<file path="src/rtl/multicycle_control_unit_pkg.sv">
// Shared definitions for the multi-cycle control unit: opcodes, FSM states,
// trap cause codes and the opcode legality check.
package multicycle_control_unit_pkg;

  localparam logic [5:0] OP_NOP = 6'h00;
  localparam logic [5:0] OP_ADD = 6'h01;
  localparam logic [5:0] OP_SUB = 6'h02;
  localparam logic [5:0] OP_MUL = 6'h03;
  localparam logic [5:0] OP_AND = 6'h04;
  localparam logic [5:0] OP_OR  = 6'h05;
  localparam logic [5:0] OP_CMP = 6'h06;
  localparam logic [5:0] OP_LUI = 6'h07;
  localparam logic [5:0] OP_LLI = 6'h08;
  localparam logic [5:0] OP_RSV = 6'h09;
  localparam logic [5:0] OP_JMP = 6'h0A;
  localparam logic [5:0] OP_JEQ = 6'h0B;
  localparam logic [5:0] OP_LOD = 6'h0C;
  localparam logic [5:0] OP_STR = 6'h0D;

  localparam logic [1:0] CAUSE_NONE    = 2'b00;
  localparam logic [1:0] CAUSE_ILLEGAL = 2'b01;
  localparam logic [1:0] CAUSE_TIMEOUT = 2'b10;

  typedef enum logic [2:0] {
    ST_FETCH  = 3'd0,
    ST_DECODE = 3'd1,
    ST_EXEC   = 3'd2,
    ST_MEM    = 3'd3,
    ST_WB     = 3'd4,
    ST_TRAP   = 3'd5
  } state_t;

  // Where an instruction goes after its EXEC cycle.
  typedef enum logic [1:0] {
    CLS_FETCH = 2'd0,
    CLS_WB    = 2'd1,
    CLS_MEM   = 2'd2
  } exec_next_t;

  // 0x09 is reserved and everything above STR is unassigned.
  function automatic logic op_defined(input logic [5:0] op);
    return (op <= OP_STR) && (op != OP_RSV);
  endfunction

endpackage

</file>
<file path="src/rtl/multicycle_control_unit_wait_timer.sv">
// Memory wait-state counter: counts stalled MEM cycles and flags when the
// allowed number of wait cycles has been used up.
module cu_wait_timer #(
  parameter int MAX_WAIT = 15
) (
  input  logic clk,
  input  logic rst,
  input  logic clear,
  input  logic enable,
  output logic expired
);

  localparam int CW = $clog2(MAX_WAIT + 1);

  logic [CW-1:0] count;

  assign expired = (count == CW'(MAX_WAIT));

  // Count stalled cycles; saturate at MAX_WAIT so the flag stays asserted.
  always_ff @(posedge clk) begin
    if (rst || clear) begin
      count <= '0;
    end else if (enable && !expired) begin
      count <= count + 1'b1;
    end
  end

endmodule

</file>
<file path="src/rtl/multicycle_control_unit.sv">
// Multi-cycle control unit: accepts instructions over a valid/ready handshake,
// sequences FETCH/DECODE/EXEC/MEM/WB and traps on illegal opcodes or memory
// timeouts. All control outputs are combinational from state and IR.
module multicycle_control_unit
  import multicycle_control_unit_pkg::*;
#(
  parameter int DATA_W   = 32,
  parameter int REG_AW   = 5,
  parameter int PC_W     = 26,
  parameter int FLAG_W   = 8,
  parameter int EQ_BIT   = 0,
  parameter int MAX_WAIT = 15
) (
  input  logic              clk,
  input  logic              rst,
  input  logic              instr_valid,
  input  logic [31:0]       instr,
  output logic              instr_ready,
  input  logic [FLAG_W-1:0] status_reg,
  input  logic              mem_ready,
  output logic [3:0]        alu_op,
  output logic [REG_AW-1:0] alu_src1,
  output logic [REG_AW-1:0] alu_src2,
  output logic [REG_AW-1:0] alu_dest,
  output logic              reg_write_enable,
  output logic              imm,
  output logic [DATA_W-1:0] imm_val,
  output logic              load_pc,
  output logic [PC_W-1:0]   load_pc_val,
  output logic              mem_rd,
  output logic              mem_wr,
  output logic              mem_data_in,
  output logic              busy,
  output logic              trap,
  output logic [1:0]        trap_cause
);

  state_t      state, state_nxt;
  logic [31:0] ir;
  logic [1:0]  cause_q, cause_nxt;
  logic        tmr_clear, tmr_en, tmr_expired;
  logic [5:0]  op;

  logic [3:0]        ex_alu;
  logic [REG_AW-1:0] ex_src1, ex_src2, ex_dest;
  logic              ex_imm;
  logic [DATA_W-1:0] ex_imm_val;
  logic              ex_load_pc;
  logic [PC_W-1:0]   ex_load_pc_val;
  exec_next_t        ex_next;

  // Status flags other than EQ, and IR bits beyond the jump target for small
  // PC_W, are legitimately ignored.
  logic unused_bits;
  assign unused_bits = ^{status_reg, ir};

  assign op = ir[31:26];

  // Instruction register fields are 5 bits wide; fit them to REG_AW.
  function automatic logic [REG_AW-1:0] reg_fld(input logic [4:0] f);
    return REG_AW'(f);
  endfunction

  cu_wait_timer #(
    .MAX_WAIT (MAX_WAIT)
  ) u_wait_timer (
    .clk     (clk),
    .rst     (rst),
    .clear   (tmr_clear),
    .enable  (tmr_en),
    .expired (tmr_expired)
  );

  assign tmr_clear = (state != ST_MEM) || mem_ready;
  assign tmr_en    = (state == ST_MEM) && !mem_ready;

  // Decode the IR into the control bundle that EXEC drives and MEM/WB hold.
  always_comb begin
    ex_alu         = 4'd0;
    ex_src1        = '0;
    ex_src2        = '0;
    ex_dest        = '0;
    ex_imm         = 1'b0;
    ex_imm_val     = '0;
    ex_load_pc     = 1'b0;
    ex_load_pc_val = '0;
    ex_next        = CLS_FETCH;
    case (op)
      OP_ADD, OP_SUB, OP_MUL, OP_AND, OP_OR: begin
        ex_alu  = op[3:0];
        ex_src1 = reg_fld(ir[25:21]);
        ex_src2 = reg_fld(ir[20:16]);
        ex_dest = reg_fld(ir[15:11]);
        ex_next = CLS_WB;
      end
      OP_CMP: begin
        ex_alu  = OP_SUB[3:0];
        ex_src1 = reg_fld(ir[25:21]);
        ex_src2 = reg_fld(ir[20:16]);
      end
      OP_LUI: begin
        ex_dest    = reg_fld(ir[25:21]);
        ex_imm     = 1'b1;
        ex_imm_val = DATA_W'(ir[15:0]) << (DATA_W - 16);
        ex_next    = CLS_WB;
      end
      OP_LLI: begin
        ex_alu     = OP_OR[3:0];
        ex_src2    = reg_fld(ir[25:21]);
        ex_dest    = reg_fld(ir[25:21]);
        ex_imm     = 1'b1;
        ex_imm_val = DATA_W'(ir[15:0]);
        ex_next    = CLS_WB;
      end
      OP_JMP: begin
        ex_load_pc     = 1'b1;
        ex_load_pc_val = ir[PC_W-1:0];
      end
      OP_JEQ: begin
        ex_load_pc     = status_reg[EQ_BIT];
        ex_load_pc_val = ir[PC_W-1:0];
      end
      OP_LOD: begin
        ex_src1 = reg_fld(ir[20:16]);
        ex_dest = reg_fld(ir[25:21]);
        ex_next = CLS_MEM;
      end
      OP_STR: begin
        ex_src1 = reg_fld(ir[20:16]);
        ex_src2 = reg_fld(ir[25:21]);
        ex_next = CLS_MEM;
      end
      default: ;
    endcase
  end

  // Next-state and control outputs; everything is forced low during reset.
  always_comb begin
    state_nxt        = state;
    cause_nxt        = cause_q;
    instr_ready      = 1'b0;
    alu_op           = 4'd0;
    alu_src1         = '0;
    alu_src2         = '0;
    alu_dest         = '0;
    reg_write_enable = 1'b0;
    imm              = 1'b0;
    imm_val          = '0;
    load_pc          = 1'b0;
    load_pc_val      = '0;
    mem_rd           = 1'b0;
    mem_wr           = 1'b0;
    mem_data_in      = 1'b0;
    busy             = 1'b0;
    trap             = 1'b0;
    trap_cause       = CAUSE_NONE;
    if (!rst) begin
      trap_cause = cause_q;
      if (state == ST_EXEC || state == ST_MEM || state == ST_WB) begin
        alu_op   = ex_alu;
        alu_src1 = ex_src1;
        alu_src2 = ex_src2;
        alu_dest = ex_dest;
        imm      = ex_imm;
        imm_val  = ex_imm_val;
      end
      case (state)
        ST_FETCH: begin
          instr_ready = 1'b1;
          if (instr_valid) state_nxt = ST_DECODE;
        end
        ST_DECODE: begin
          busy = 1'b1;
          if (op == OP_NOP) begin
            state_nxt = ST_FETCH;
          end else if (op_defined(op)) begin
            state_nxt = ST_EXEC;
          end else begin
            state_nxt = ST_TRAP;
            cause_nxt = CAUSE_ILLEGAL;
          end
        end
        ST_EXEC: begin
          busy        = 1'b1;
          load_pc     = ex_load_pc;
          load_pc_val = ex_load_pc_val;
          case (ex_next)
            CLS_WB:  state_nxt = ST_WB;
            CLS_MEM: state_nxt = ST_MEM;
            default: state_nxt = ST_FETCH;
          endcase
        end
        ST_MEM: begin
          busy   = 1'b1;
          mem_rd = (op == OP_LOD);
          mem_wr = (op == OP_STR);
          if (mem_ready) begin
            state_nxt = (op == OP_LOD) ? ST_WB : ST_FETCH;
          end else if (tmr_expired) begin
            state_nxt = ST_TRAP;
            cause_nxt = CAUSE_TIMEOUT;
          end
        end
        ST_WB: begin
          busy             = 1'b1;
          reg_write_enable = 1'b1;
          mem_data_in      = (op == OP_LOD);
          state_nxt        = ST_FETCH;
        end
        ST_TRAP: begin
          busy = 1'b1;
          trap = 1'b1;
        end
        default: state_nxt = ST_FETCH;
      endcase
    end
  end

  // State, instruction register and sticky trap cause.
  always_ff @(posedge clk) begin
    if (rst) begin
      state   <= ST_FETCH;
      ir      <= '0;
      cause_q <= CAUSE_NONE;
    end else begin
      state   <= state_nxt;
      cause_q <= cause_nxt;
      if (state == ST_FETCH && instr_valid) ir <= instr;
    end
  end

endmodule

</file>
<file path="config.mk">
export PLATFORM = sky130hd
export DESIGN_NAME = multicycle_control_unit
export DESIGN_NICKNAME = d
export VERILOG_FILES = /design/src/rtl/multicycle_control_unit_pkg.sv /design/src/rtl/multicycle_control_unit_wait_timer.sv /design/src/rtl/multicycle_control_unit.sv
export SDC_FILE = /design/constraint.sdc
export NUM_CORES = 1
export LEC_CHECK = 0
export BUFFER_PORTS_ARGS = -buffer_cell sky130_fd_sc_hd__buf_2
export CORE_ASPECT_RATIO = 1.5
export CORE_MARGIN = 5
export CORE_UTILIZATION = 49
export DETAILED_ROUTE_END_ITERATION = 6
export GPL_TIMING_DRIVEN = 0
export PLACE_DENSITY = 0.9
export RECOVER_POWER = 50
export SYNTH_ARGS = -nofsm -noshare
export SYNTH_HDL_FRONTEND = slang
export SYNTH_SLANG_ARGS = --single-unit
</file>
<file path="constraint.sdc">
create_clock -name clk -period 4.54 [get_ports clk]
set_input_delay 0.227 -clock clk [delete_from_list [all_inputs] [get_ports clk]]
set_output_delay 0.227 -clock clk [all_outputs]
set_load 0.01 [all_outputs]
</file>
==> results.md, run 1 <==
- The flow ran to the end, and the final reports show no timing, DRC or antenna violations.
- On the worst path, the slowest cell contributes a delay of ~0.44 ns.
- The maximum clock frequency is between 0.3 and 0.4 GHz.
- The number of resized instances in the post-cts repair step is 0.
- The kind of end point of the critical path is an output port.
- The pre-antenna-repair detailed-routing pass consisted of 4 iterations.
- In this run the cell area of the synthesized design comes to 2550 um^2.
- The number of buffers inserted by port buffering is between 100 and 150.
- The number of antenna-violating nets in the routed design is 0.
- The ratio of routed vias to standard cells is a little over 5.
- For the worst setup path, the data arrival time is roughly 2.5 ns.
- The vias after detailed routing is 2831.
- The post-placement setup slack is 2.46 ns.
- For this run, asynchronously set or reset flops after synthesis account for 0%.
- The post-synth net total is just under 400.
- The register area share after synthesis is between 30% and 40%.
- Summed over all cells, the static leakage comes to 1.51 nW.
- The number of CTS-inserted buffers is 5.
- The fraction of final layout cells sized beyond drive strength 1 is 28.0%.
- Summed over all nets, the half-perimeter wirelength after detailed placement is 6.13 mm.
- The synthesized design contains 41 register bits.
- The finished cells cover 3290 um^2.
- The commonest non-fill, non-tap cell in the layout is sky130_fd_sc_hd__buf_2.
- For this run, the total global-route usage over all layers was measured as 22.9%.
- The final worst setup slack is around 1.8 ns.
- Compared with the post-synthesis result, the final layout area differs by 28.9%.
- The number of antenna violations at the first check in global routing was 0.
- The clock passes through at most 2 buffers.
- The remaining max-slew budget at the tightest pin is a little under three fifths.
- In the final design database the tool counted between 500 and 600 nets.
- The type of the most critical hold path is in -> reg.
- The root buffer cell is sky130_fd_sc_hd__clkbuf_8.
- For this run, design rule violations remaining after detail routing come to 0.
- The highest fanout seen on the critical path is 10.
- Entering global routing, the biggest net connects 13 pins.
- The startpoint of the worst-slack reg-to-reg timing path is ir[27]$_SDFFE_PP0P_.
- The count of different cell masters after synthesis is 46.
- The standard cell area after detailed placement is 3250 um^2.
- The cell at the slowest stage of the critical path is sky130_fd_sc_hd__nor2_1.
- The kind of critical path is reg -> out.
- The first-pass GRT wire length is 12.2 mm.
- The hold-fix buffer count after cts is 0.
- The number of instances in the synthesized netlist is approximately 350.
- The initial detailed-routing violation count is between 150 and 200.
- The main flop type after synthesis is sky130_fd_sc_hd__dfxtp_1.
- CTS saw between 40 and 50 sinks.
- Walking the worst path, the cells encountered are clkbuf_1 > nor2b_1 > nand3_1 > nor2_1 > clkbuf_1 > and2_1 > buf_2.
- The horizontal die dimension is ~69 um.
- The transition at the pin with the smallest max-transition slack is about 0.65 ns.
- The final global-route overflow total is 0.
- The start point of the critical path is ir[27]$_SDFFE_PP0P_.
- At the worst endpoint, the required time is ~4.3 ns.
- The final period demand of the worst path is 2.70 ns.
- After detailed routing, the average wire length per cell comes to roughly 14 um.
- The clock latency of the later-clocked register in the worst-skew pair is around 0.29 ns.
- Clock-pin slew was measured on the worst setup and hold paths at about 0.07 ns.
- The repair_antennas step left the layout with diodes totalling 0.
- CTS built an H-tree with a depth of 2.
- In the layout the commonest cells are 112 x sky130_fd_sc_hd__buf_2, 72 x sky130_fd_sc_hd__nand2_1, 57 x sky130_fd_sc_hd__and2_1.
- Across the run, the number of max-cap violations was 0.
- The worst setup skew after layout is about 0.008 ns.
- A synthesized cell averages roughly 7.3 um^2.
- TritonCTS built the clock tree.
- STA classifies the critical path startpoint as a flop.
- The count of flip-flops with a built-in enable after synthesis is 0.
- The final hold violation count is 0.
- Fill cells in the final layout number around 510.
- The floorplan step defined a core boundary enclosing roughly 5100 um^2.
- The worst hold path begins at instr[12].
- The final sum of negative setup slack is 0 ns.
- The overall die height is between 90 and 100 um.
- The cell repeated most along the worst path is sky130_fd_sc_hd__clkbuf_1.
- 132 I/O pins were placed.
- The die area is just under 7000 um^2.
- The setup violation total in the final timing report is 0.
- The via count of the first global-routing pass is 2601.
- The maximum resistive drop on vdd is about 0.18 mV.
- Setup repair after global routing left no endpoint under its margin.
- Among cell families on the critical path, the largest total delay comes from simple AND/OR/NAND/NOR gates.
- The count of warnings emitted by yosys is 0.
- Buffers added to address setup during post-CTS repair amount to 0.
- The total count of max-transition violations in the final report is 0.
- The combined buffer and inverter count along the critical path is 3.
- The weighted congestion at the end of routability-driven global placement is ~0.88.
- In this run the power density over the cells is between 200 and 300 nW/um^2.
- Dividing the final minimum period by the clock period gives 59.5%.
- The total number of placement rows is 32.
- The initial cell density of the core is roughly 50%.
- The final routed wirelength across all metal layers is approximately 7.6 mm.
Yosys cell counts (all sizes together) (2+ instances only):
| library cell | number | area (um^2) |
|---|---|---|
| nor2 | 28 | 113 |
| or3 | 2 | 12.5 |
| o21ai | 4 | 23.8 |
| a21oi | 40 | 204 |
| nand2b | 3 | 18.8 |
| nor4b | 2 | 23.8 |
| nand3b | 3 | 22.5 |
| nor3b | 2 | 15.0 |
| inv | 4 | 15.0 |
| clkbuf | 10 | 38.8 |
| buf | 18 | 105 |
| nor3 | 10 | 55.1 |
| a31oi | 3 | 18.8 |
| o21bai | 2 | 15.0 |
| dfxtp | 41 | 821 |
| xnor2 | 3 | 26.3 |
| nand2 | 72 | 270 |
| nor4 | 2 | 18.8 |
| a211oi | 2 | 20.0 |
| nand3 | 5 | 25.0 |
| nor2b | 5 | 31.3 |
| a22oi | 15 | 113 |
| and2 | 62 | 388 |
registers in the layout, summed over array words and instances, names as in the netlist:
name,cells
state,3
ir,32
u_wait_timer.count,4
cause_q,2
kinds of logic (layout without fill, tap and decap cells):
group	after synthesis	count (layout)	synth area share, %
AOI/OAI and AO/OA	72	72	19.0
xor gates and xnor gates	3	3	1.03
adders and majority gates	1	1	0.490
buffers and inverters	32	162	6.22
DFF	41	41	32.1
muxes	1	1	0.392
other	1	1	0.147
and+or+nand+nor	201	201	40.6
stage by stage:
step                      hold WS [ns]  total power, mW  utilization [%]  std cells
after floorplan                  0.363            0.569                -        352
after global placement           0.454            0.624             63.4        542
after CTS                        0.170            0.884             65.4        550
after detailed placement         0.467            0.630             63.4        542
after global routing             0.170            0.926             64.2        550
final                            0.171            0.873             64.2        550
worst register-to-register path: stages, from the launching register on:
cell and delay [ns]:
sky130_fd_sc_hd__dfxtp_1 0.36, sky130_fd_sc_hd__clkbuf_1 0.35, sky130_fd_sc_hd__nor2_1 0.13, sky130_fd_sc_hd__a311oi_1 0.53
sky130_fd_sc_hd__a21oi_1 0.14, sky130_fd_sc_hd__o311a_1 0.36
layout make-up:
class	count	area (um^2)	area share (%)
Sequential cell	41	821	24.9
Tap cell	68	85.1	2.59
Multi-Input combinational cell	279	1540	46.8
Clock inverter	1	5.00	0.152
Inverter	4	15.0	0.456
Timing Repair Buffer	122	592	18.0
Buffer	28	135	4.11
Clock buffer	7	96.3	2.93
where the power goes:
part           switching [mW]  internal [mW]
Combinational           0.121         0.0759
Clock                   0.120          0.137
Sequential             0.0298          0.389
routing by layer:
layer	vias to the layer above	global-route usage (%)	wire length, um
met5	-	0	0
met4	0	7.06	135
met3	12	4.22	567
met2	108	41.1	4090
met1	1286	26.4	2850
li1	1425	-	-
path summary, 6_finish.rpt:
check	to	slack (ns)	cells past startpoint
worst max register to register	state[2]$_SDFFE_PP0P_	2.58	5
worst min-delay path	ir[12]$_SDFFE_PP0P_	0.17	3
worst max-delay path	load_pc_val[7]	1.84	7
worst min register to register	cause_q[0]$_SDFFE_PP0P_	0.47	2
(Power assumes the default switching activity.)
==> run 2, diff against run 1 <==
Settings changed: CORE_UTILIZATION 49 to 41, PLACE_DENSITY 0.9 to 0.8.
Clock period 4.54 ns to 2.25 ns, I/O delays scaled along.
==> run 2 against run 1 <==
Global-route usage decreased by 3.4 points; routed wire length rose by 3.6%; cell count grew 1.5%; combinational power rose by 110%; first-iteration DRC count increased by 19%; cell area grew 2.1%.
==> results.md, run 2 (synthesis gave the netlist of run 1 again) <==
- The flow ran to the end, and the final reports show no timing, DRC or antenna violations.
- The initial cell density of the core came to 42.0% (-7.9 points).
- The sink count of the clock tree is 41 (unchanged).
- The layout net count came to 528 (+0.38%).
- The vias after detailed routing is 2845 (+0.49%).
- The I/O pin count is 132 (unchanged).
- The data arrival time of the critical path was 2.04 ns (-0.44 ns).
- The number of flip-flops in the largest register is 32 (unchanged).
- The layer with the highest usage is met2.
- The worst setup path is launched from a flop.
- The horizontal die dimension was 74.4 um (+8.0%).
- The switching fraction of total power was 32.3% (+1.3 points).
- The post-detailed-route wirelength per cell is 14.2 um (+2.1%).
- The maximum resistive drop on vdd is 0.341 mV (+87%).
- The core area came to 6090 um^2 (+19%).
- The hold-fix buffer count after cts is 0 (unchanged).
- The number of remaining DRC errors is 0 (unchanged).
- The combinational fraction of design power is 23.1% (+0.6 points).
- The highest fanout seen on the critical path came to 10 (unchanged).
- The net switching component of the power is 0.568 mW (+110%).
- TritonCTS built the clock tree.
- The sequential cell area is 821 um^2 (unchanged).
- The first-pass GRT wire length is 12.3 mm (+1.2%).
- The initial detailed-routing violation count came to 185 (+19%).
- The total inserted antenna cells is 0 (unchanged).
- The delay of the slowest cell on the worst path came to 0.60 ns (+0.16 ns).
- The type of the most critical hold path is in -> reg.
- The cell at the slowest stage of the critical path is sky130_fd_sc_hd__or4b_4.
- The met2 demand-to-capacity share in global routing was 34.3% (-6.8 points).
- The kind of end point of the critical path is an output port.
- The final sum of negative setup slack is 0 ns (unchanged).
- The leakage power figure is 1.59 nW (+5.1%).
- The kind of critical path is reg -> out.
- The final period utilization is between 90 and 100%.
- The part of the total power dissipated in sequential elements is 48.1% (about the same).
- The power per unit of standard cell area is 524 nW/um^2 (+98%).
- The number of iterations in the first detailed-routing pass is 4 (unchanged).
- More flip-flops sit in one register than any other, and that register is ir.
- The number of fill cells in the layout is 603 (+19%).
- The area growth from synthesis to final layout is 31.6%.
- The half-perimeter wire length after placement was 6.03 mm (-1.6%).
- The placed instance count is 548 (+1.1%).
- The number of antenna violations at the first check in global routing is 0 (unchanged).
- The remaining max-slew budget at the tightest pin is 63.3% (+6.8 points).
- The total global-route track usage is 19.5% (-3.4 points).
- The library cells used most frequently in the layout, excluding fill and tap cells, are 124 x sky130_fd_sc_hd__buf_2, 72 x sky130_fd_sc_hd__nand2_1, 60 x sky130_fd_sc_hd__and2_1.
- The library cell used most frequently in the layout, excluding fill and tap cells, is sky130_fd_sc_hd__buf_2.
- Walking the worst path, the cells encountered are or4b_4 > nor2_2 > buf_4 > and2_1 > buf_2.
- The via count of the first global-routing pass was 2656 (+2.1%).
- The transition at the pin with the smallest max-transition slack is 0.546 ns (-0.0996 ns).
- The fraction of final layout cells sized beyond drive strength 1 is 32.4% (+4.4 points).
- The die area came to 7940 um^2 (+17%).
- Based on the critical path, the design can be clocked at up to about 0.46 GHz.
- The total number of placement rows is 35 (+9.4%).
- The clock transition at the registers of the reported paths is 0.08 ns (about the same).
- The total power is 1.76 mW (+100%).
- The met3 layer usage reported by global route is 2.44% (-1.8 points).
- The final hold violation count came to 0 (unchanged).
- CTS placed an instance of sky130_fd_sc_hd__clkbuf_8 at the clock tree root.
- The met1 global-route usage came to 23.7% (-2.7 points).
- The required time reported for the critical path endpoint is 2.14 ns (-2.17 ns).
- The overall die height is 107 um (+8.4%).
- The number of antenna-violating nets in the routed design is 0 (unchanged).
- The deepest clock path buffer count was 2 (unchanged).
- The maximum number of pins on one net before global-route repair is 14 (+1).
- The total count of max-transition violations in the final report is 0 (unchanged).
- The ratio of routed vias to standard cells is 5.10 (-0.95%).
- The number of maximum-capacitance violations is 0 (unchanged).
- The cell family with the largest share of critical-path delay is simple AND/OR/NAND/NOR gates.
- The setup violation total in the final timing report came to 0 (unchanged).
- The total number of H-tree levels is 2 (unchanged).
- The final global-route overflow total is 0 (unchanged).
- The final non-filler cell total came to 558 (+1.5%).
- The total area of multi-input combinational cells is 1570 um^2 (+1.9%).
- The final routed wirelength across all metal layers is 7.92 mm (+3.6%).
- The worst setup skew after layout came to 0.00846 ns (+0.000644 ns).
- The number of CTS-inserted buffers is 5 (unchanged).
- The number of buffers inserted by port buffering came to 122 (unchanged).
- The share of the core filled with cells in the final layout is 55.2% (-9.0 points).
- The final period demand of the worst path is about 2.2 ns.
- The clock latency of the later-clocked register in the worst-skew pair was 0.29 ns (about the same).
- In the final layout, the registers with the most flip-flops are ir x32, u_wait_timer.count x4, state x3.
- The combined buffer and inverter count along the critical path is 2 (-1).
- The clock network fraction of design power came to 28.8% (-0.7 points).
- The cell-internal power came to 1.19 mW (+98%).
- Setup repair after global routing left no endpoint under its margin.
- The weighted congestion at the end of routability-driven global placement came to 0.830 (-5.5%).
run 2: cell types whose count changed in the layout (fill, tap and decap cells not counted), moves of 2 or more:
cell	before	now
sky130_fd_sc_hd__nor2_1	27	25
sky130_fd_sc_hd__clkbuf_2	1	3
sky130_fd_sc_hd__and2_0	5	2
sky130_fd_sc_hd__and2_1	57	60
sky130_fd_sc_hd__buf_4	6	8
sky130_fd_sc_hd__buf_2	112	124
sky130_fd_sc_hd__clkbuf_1	31	16
sky130_fd_sc_hd__nor2_4	0	2
run 2: path summary, 6_finish.rpt:
path | end | cells after the start | startpoint | slack (ns)
setup / recovery | imm_val[14] | 5 | ir[26]$_SDFFE_PP0P_ | 0.09
hold / removal | ir[6]$_SDFFE_PP0P_ | 3 | instr[6] | 0.05
setup reg to reg | state[2]$_SDFFE_PP0P_ | 5 | ir[30]$_SDFFE_PP0P_ | 0.42
hold reg to reg | cause_q[0]$_SDFFE_PP0P_ | 2 | cause_q[0]$_SDFFE_PP0P_ | 0.47
run 2: per-stage QoR:
step	setup slack [ns]	instance area [um^2]	hold slack, ns
after floorplan	0.711	2550	0.248
after global placement	0.327	3260	0.354
after detailed placement	0.247	3260	0.358
after CTS	0.000858	3360	0.0388
after global routing	0.00857	3360	0.0460
final	0.0933	3360	0.0454
run 2: timing repair:
item	4_1_cts	5_1_grt
buffers inserted	0	2
setup endpoints to repair	18	40
pin swaps	0	2
resized for setup	1	7
run 2: area by class of cell:
type                    count  area share [%]
clock buffers               6            2.46
inverters                   4           0.447
repair buffers            124            18.4
multi-input cells         279            46.8
clock inverters             2           0.410
well taps                  74            2.76
flip-flops and latches     41            24.4
plain buffers              28            4.36
run 2: worst register-to-register path, cell delays in order, from the launching register on:
cell	delay, ns
sky130_fd_sc_hd__dfxtp_1	0.35
sky130_fd_sc_hd__or2_1	0.23
sky130_fd_sc_hd__buf_4	0.17
sky130_fd_sc_hd__a311oi_1	0.46
sky130_fd_sc_hd__a21oi_1	0.14
sky130_fd_sc_hd__o311a_1	0.37
run 2: power by group through the flow:
stage	clock, mW	sequential (mW)	combinational [mW]
floorplan	0	0.839	0.309
global placement	0	0.860	0.402
detailed placement	0	0.863	0.410
CTS	0.521	0.846	0.415
global route	0.536	0.857	0.457
finish	0.507	0.847	0.407
run 2: metal layers:
| metal | wire [um] | vias up |
|---|---|---|
| met2 | 4090 | 115 |
| met3 | 530 | 13 |
| met5 | 0 | - |
| met4 | 160 | 0 |
| li1 | - | 1431 |
| met1 | 3140 | 1286 |
==> run 3, diff against run 2 <==
Settings changed: ABC_AREA set to 1, PLACE_DENSITY 0.8 to 0.81.
==> run 3 against run 2 <==
Non-clock buffer count down 8; cell count grew 5.0%; core utilization is 1.4 points lower; global-route usage increased by 1.5 points; fmax grew 5.2%; power up 38%; clock skew is 0.0013 ns lower; cell area down 3.2%; combinational power increased by 120%; sequential power up 16%; via count rose by 7.6%.
==> results.md, run 3 <==
- The flow ran to the end, and the final reports show no timing, DRC or antenna violations.
- The average instance area after synthesis came to 6.57 um^2 (-9.5%).
- The adder-cell share of the synthesized area was 0.499% (+0.0088 points).
- The number of stages on the worst hold path is 3 (unchanged).
- The count of different cell masters after synthesis is 34 (-26%).
- The share of the core filled with cells in the final layout was 53.8% (-1.4 points).
- The final worst setup slack is 0.200 ns (+0.106 ns).
- The first-pass GRT wire length is 13.0 mm (+5.6%).
- The count of flip-flops with a built-in enable after synthesis is 0 (unchanged).
- The commonest cells after synthesis are 55 x sky130_fd_sc_hd__nor2_1, 47 x sky130_fd_sc_hd__inv_1, 44 x sky130_fd_sc_hd__a21oi_1, 44 x sky130_fd_sc_hd__nand2_1, 41 x sky130_fd_sc_hd__dfxtp_1.
- The worst hold path startpoint is instr[4].
- The cell at the slowest stage of the critical path is sky130_fd_sc_hd__dfxtp_1.
- The total number of H-tree levels was 2 (unchanged).
- The clock transition at the registers of the reported paths is 0.08 ns (about the same).
- The synthesized-area fraction occupied by ao, oa, aoi and oai cells is 20.0% (+1.0 points).
- The simple-gate portion of the synthesized area is 33.7% (-6.9 points).
- The transition at the pin with the smallest max-transition slack is 0.520 ns (-0.0267 ns).
- Yosys attributes the largest share of cell area to sky130_fd_sc_hd__dfxtp_1 33%, sky130_fd_sc_hd__a21oi_1 8.8%, sky130_fd_sc_hd__nor2_1 8.2%, sky130_fd_sc_hd__o21ai_0 7.4%, sky130_fd_sc_hd__inv_1 7.0%.
- The weighted congestion at the end of routability-driven global placement is 0.918 (+11%).
- The die area came to 7810 um^2 (-1.6%).
- The start point of the critical path is state[1]$_SDFFE_PP0P_.
- The reg2reg setup slack is 0.48 ns (+0.06 ns).
- The fraction of final layout cells sized beyond drive strength 1 came to 28.7% (-3.7 points).
- Setup repair after global routing left no endpoint under its margin.
- The final period utilization was 91.1% (-4.7 points).
- The path with the worst hold slack has its endpoint at ir[4]$_SDFFE_PP0P_.
- The XOR/XNOR share of the synthesized area is 0% (-1.0 points).
- The via count of the first global-routing pass was 2892 (+8.9%).
- The final routed wirelength across all metal layers was 8.42 mm (+6.3%).
- The type of the most critical hold path is in -> reg.
- The main flop type after synthesis is sky130_fd_sc_hd__dfxtp_1.
- The number of synthesized register bits is 41 (unchanged).
- The I/O pin count came to 132 (unchanged).
- The kind of critical path is reg -> out.
- The startpoint of the worst-slack reg-to-reg timing path is state[2]$_SDFFE_PP0P_.
- Relative to the synthesized area, the layout overhead comes to 29.6%.
- The highest fanout seen on the critical path is 10 (unchanged).
- The count of buffers added by post-CTS timing repair for setup is 0 (unchanged).
- More flip-flops sit in one register than any other, and that register is ir.
- The startpoint type of the worst setup path is a flop.
- The fraction of synthesized cell area taken by the top area cell type is 32.7% (+0.58 points).
- The number of iterations in the first detailed-routing pass came to 5 (+1).
- sky130_fd_sc_hd__dfxtp_1 takes more of the synthesized area than any other cell.
- The worst setup skew after layout came to 0.00719 ns (-0.00127 ns).
- Among all cell types in the netlist, the one instantiated most often is sky130_fd_sc_hd__nor2_1.
- Walking the worst path, the cells encountered are inv_1 > nor3_2 > nand4_2 > buf_2 > nor2_1 > buf_2.
- The core area is 6040 um^2 (-0.72%).
- The number of maximum-capacitance violations is 0 (unchanged).
- The half-perimeter wire length after placement was 6.61 mm (+9.7%).
- The placed instance count came to 578 (+5.5%).
- The total count of max-transition violations in the final report is 0 (unchanged).
- The post-route cell area is 3250 um^2 (-3.2%).
- The leakage power figure is 1.58 nW (-0.30%).
- The deepest clock path buffer count is 2 (unchanged).
- The post-synth net total came to 427 (+7.6%).
- In the final layout, the registers with the most flip-flops are ir x32, u_wait_timer.count x4, state x3.
- The number of antenna violations at the first check in global routing was 0 (unchanged).
- The number of antenna-violating nets in the routed design is 0 (unchanged).
- The maximum clock frequency is 0.488 GHz (+5.2%).
- After synthesis, the largest family of logic cells by area is simple AND/OR/NAND/NOR gates.
- Leaving out fill and tap cells, the most frequent cell in the layout is sky130_fd_sc_hd__buf_2.
- The number of instances in the synthesized netlist is 382 (+8.5%).
- The tree is rooted in a sky130_fd_sc_hd__clkbuf_8.
- The worst hold margin is 0.0940 ns (+0.0486 ns).
- The data arrival time of the critical path is 1.94 ns (-0.10 ns).
- The number of flip-flops in the largest register came to 32 (unchanged).
- The standard cell area after detailed placement is 3210 um^2 (-1.4%).
- The maximum number of pins on one net before global-route repair is 14 (unchanged).
- The layout net count is 556 (+5.3%).
- The total global-route track usage is 21.0% (+1.5 points).
- The initial detailed-routing violation count was 192 (+3.8%).
- The total number of placement rows came to 35 (unchanged).
- The overall die height is 106 um (-0.80%).
- The total inserted antenna cells is 0 (unchanged).
- The power per unit of standard cell area is 749 nW/um^2 (+43%).
- The worst-case reg-to-reg path depth is 5 (unchanged).
- The horizontal die dimension is 73.9 um (-0.77%).
- The mapped cell area is 2510 um^2 (-1.8%).
- The multiplexer area fraction after synthesis is 0% (-0.39 points).
- The total power was 2.43 mW (+38%).
- The sink count of the clock tree is 41 (unchanged).
- The initial cell density of the core is 41.5% (-0.44 points).
- The clock latency of the later-clocked register in the worst-skew pair is 0.29 ns (about the same).
- The final global-route overflow total is 0 (unchanged).
- The required time reported for the critical path endpoint came to 2.14 ns (about the same).
- The register area share after synthesis is 32.7% (+0.58 points).
- The library cells used most frequently in the layout, excluding fill and tap cells, are 110 x sky130_fd_sc_hd__buf_2, 55 x sky130_fd_sc_hd__nor2_1, 48 x sky130_fd_sc_hd__inv_1.
- The final period demand of the worst path came to 2.05 ns (-0.106 ns).
- The ratio of routed vias to standard cells is 5.22 (+2.5%).
- The number of CTS-inserted buffers came to 5 (unchanged).
- The worst setup path is captured at an output port.
- The post-placement setup slack came to 0.505 ns (+0.258 ns).
- The number of remaining DRC errors came to 0 (unchanged).
- The async set or reset register ratio after synthesis is 0% (unchanged).
- The endpoint identified for the worst register-to-register timing path is ir[24]$_SDFFE_PP0P_.
- The final sum of negative setup slack is 0 ns (unchanged).
- The delay of the slowest cell on the worst path came to 0.39 ns (-0.21 ns).
- TritonCTS built the clock tree.
- The vias after detailed routing is 3061 (+7.6%).
- The number of resized instances in the post-cts repair step is 0 (-1).
- The remaining max-slew budget at the tightest pin is 65.4% (+2.0 points).
- The setup violation total in the final timing report is 0 (unchanged).
- The combined buffer and inverter count along the critical path is 3 (+1).
- The final hold violation count is 0 (unchanged).
- The count of warnings emitted by yosys is 0 (unchanged).
- The final non-filler cell total is 586 (+5.0%).
- Grouping stages by cell kind, the critical path spends the most delay in simple AND/OR/NAND/NOR gates.
- The post-detailed-route wirelength per cell is 14.4 um (+1.2%).
- The number of buffers inserted by port buffering is 122 (unchanged).
- By instance count, the cell type seen most on the critical path is sky130_fd_sc_hd__buf_2.
- The hold-fix buffer count after cts came to 0 (unchanged).
- The maximum resistive drop on vdd is 0.479 mV (+40%).
==> run 3: kinds of logic after synthesis <==
group / after synthesis
adder cells (fa/ha/maj): 1
flip-flops: 41
AND/OR/NAND/NOR: 171
AO/OA/AOI/OAI: 94
other: 1
buffers and inverters: 74
==> run 3: worst reg2reg max path, delay by kind of cell (launching register included) <==
| family | cells | cell delay [ns] |
|---|---|---|
| AOI/OAI and AO/OA | 2 | 0.32 |
| DFF | 1 | 0.45 |
| and+or+nand+nor | 1 | 0.35 |
| buffers and inverters | 2 | 0.59 |
==> run 3: power by group <==
group | switching (mW) | internal (mW)
Combinational | 0.623 | 0.278
Sequential | 0.109 | 0.873
Clock | 0.269 | 0.284
==> run 3: area by class of cell <==
cell class                      instances  area [um^2]
Inverter                               52          195
Clock buffer                            7         96.3
Fill cell                             637         2790
Tap cell                               74         92.6
Clock inverter                          1         8.76
Timing Repair Buffer                  122          592
Buffer                                 22          125
Multi-Input combinational cell        267         1320
Sequential cell                        41          821
==> run 3: worst max-delay path by stage <==
| stage | to | slack [ns] | depth (start not counted) |
|---|---|---|---|
| after global routing | load_pc_val[11] | 0.06 | 6 |
| final | load_pc_val[21] | 0.20 | 6 |
| after floorplan | imm_val[10] | 0.84 | 5 |
| after CTS | load_pc_val[21] | 0.18 | 6 |
| after detailed placement | load_pc_val[21] | 0.50 | 6 |
| after global placement | load_pc_val[16] | 0.55 | 6 |
==> run 3: metal layers <==
layer	share of wire, %	global-route usage, %	vias up
met3	6.4	3.34	28
met4	3.2	10.4	0
li1	-	-	1505
met2	54	37.1	146
met5	0	0	-
met1	37	23.3	1382
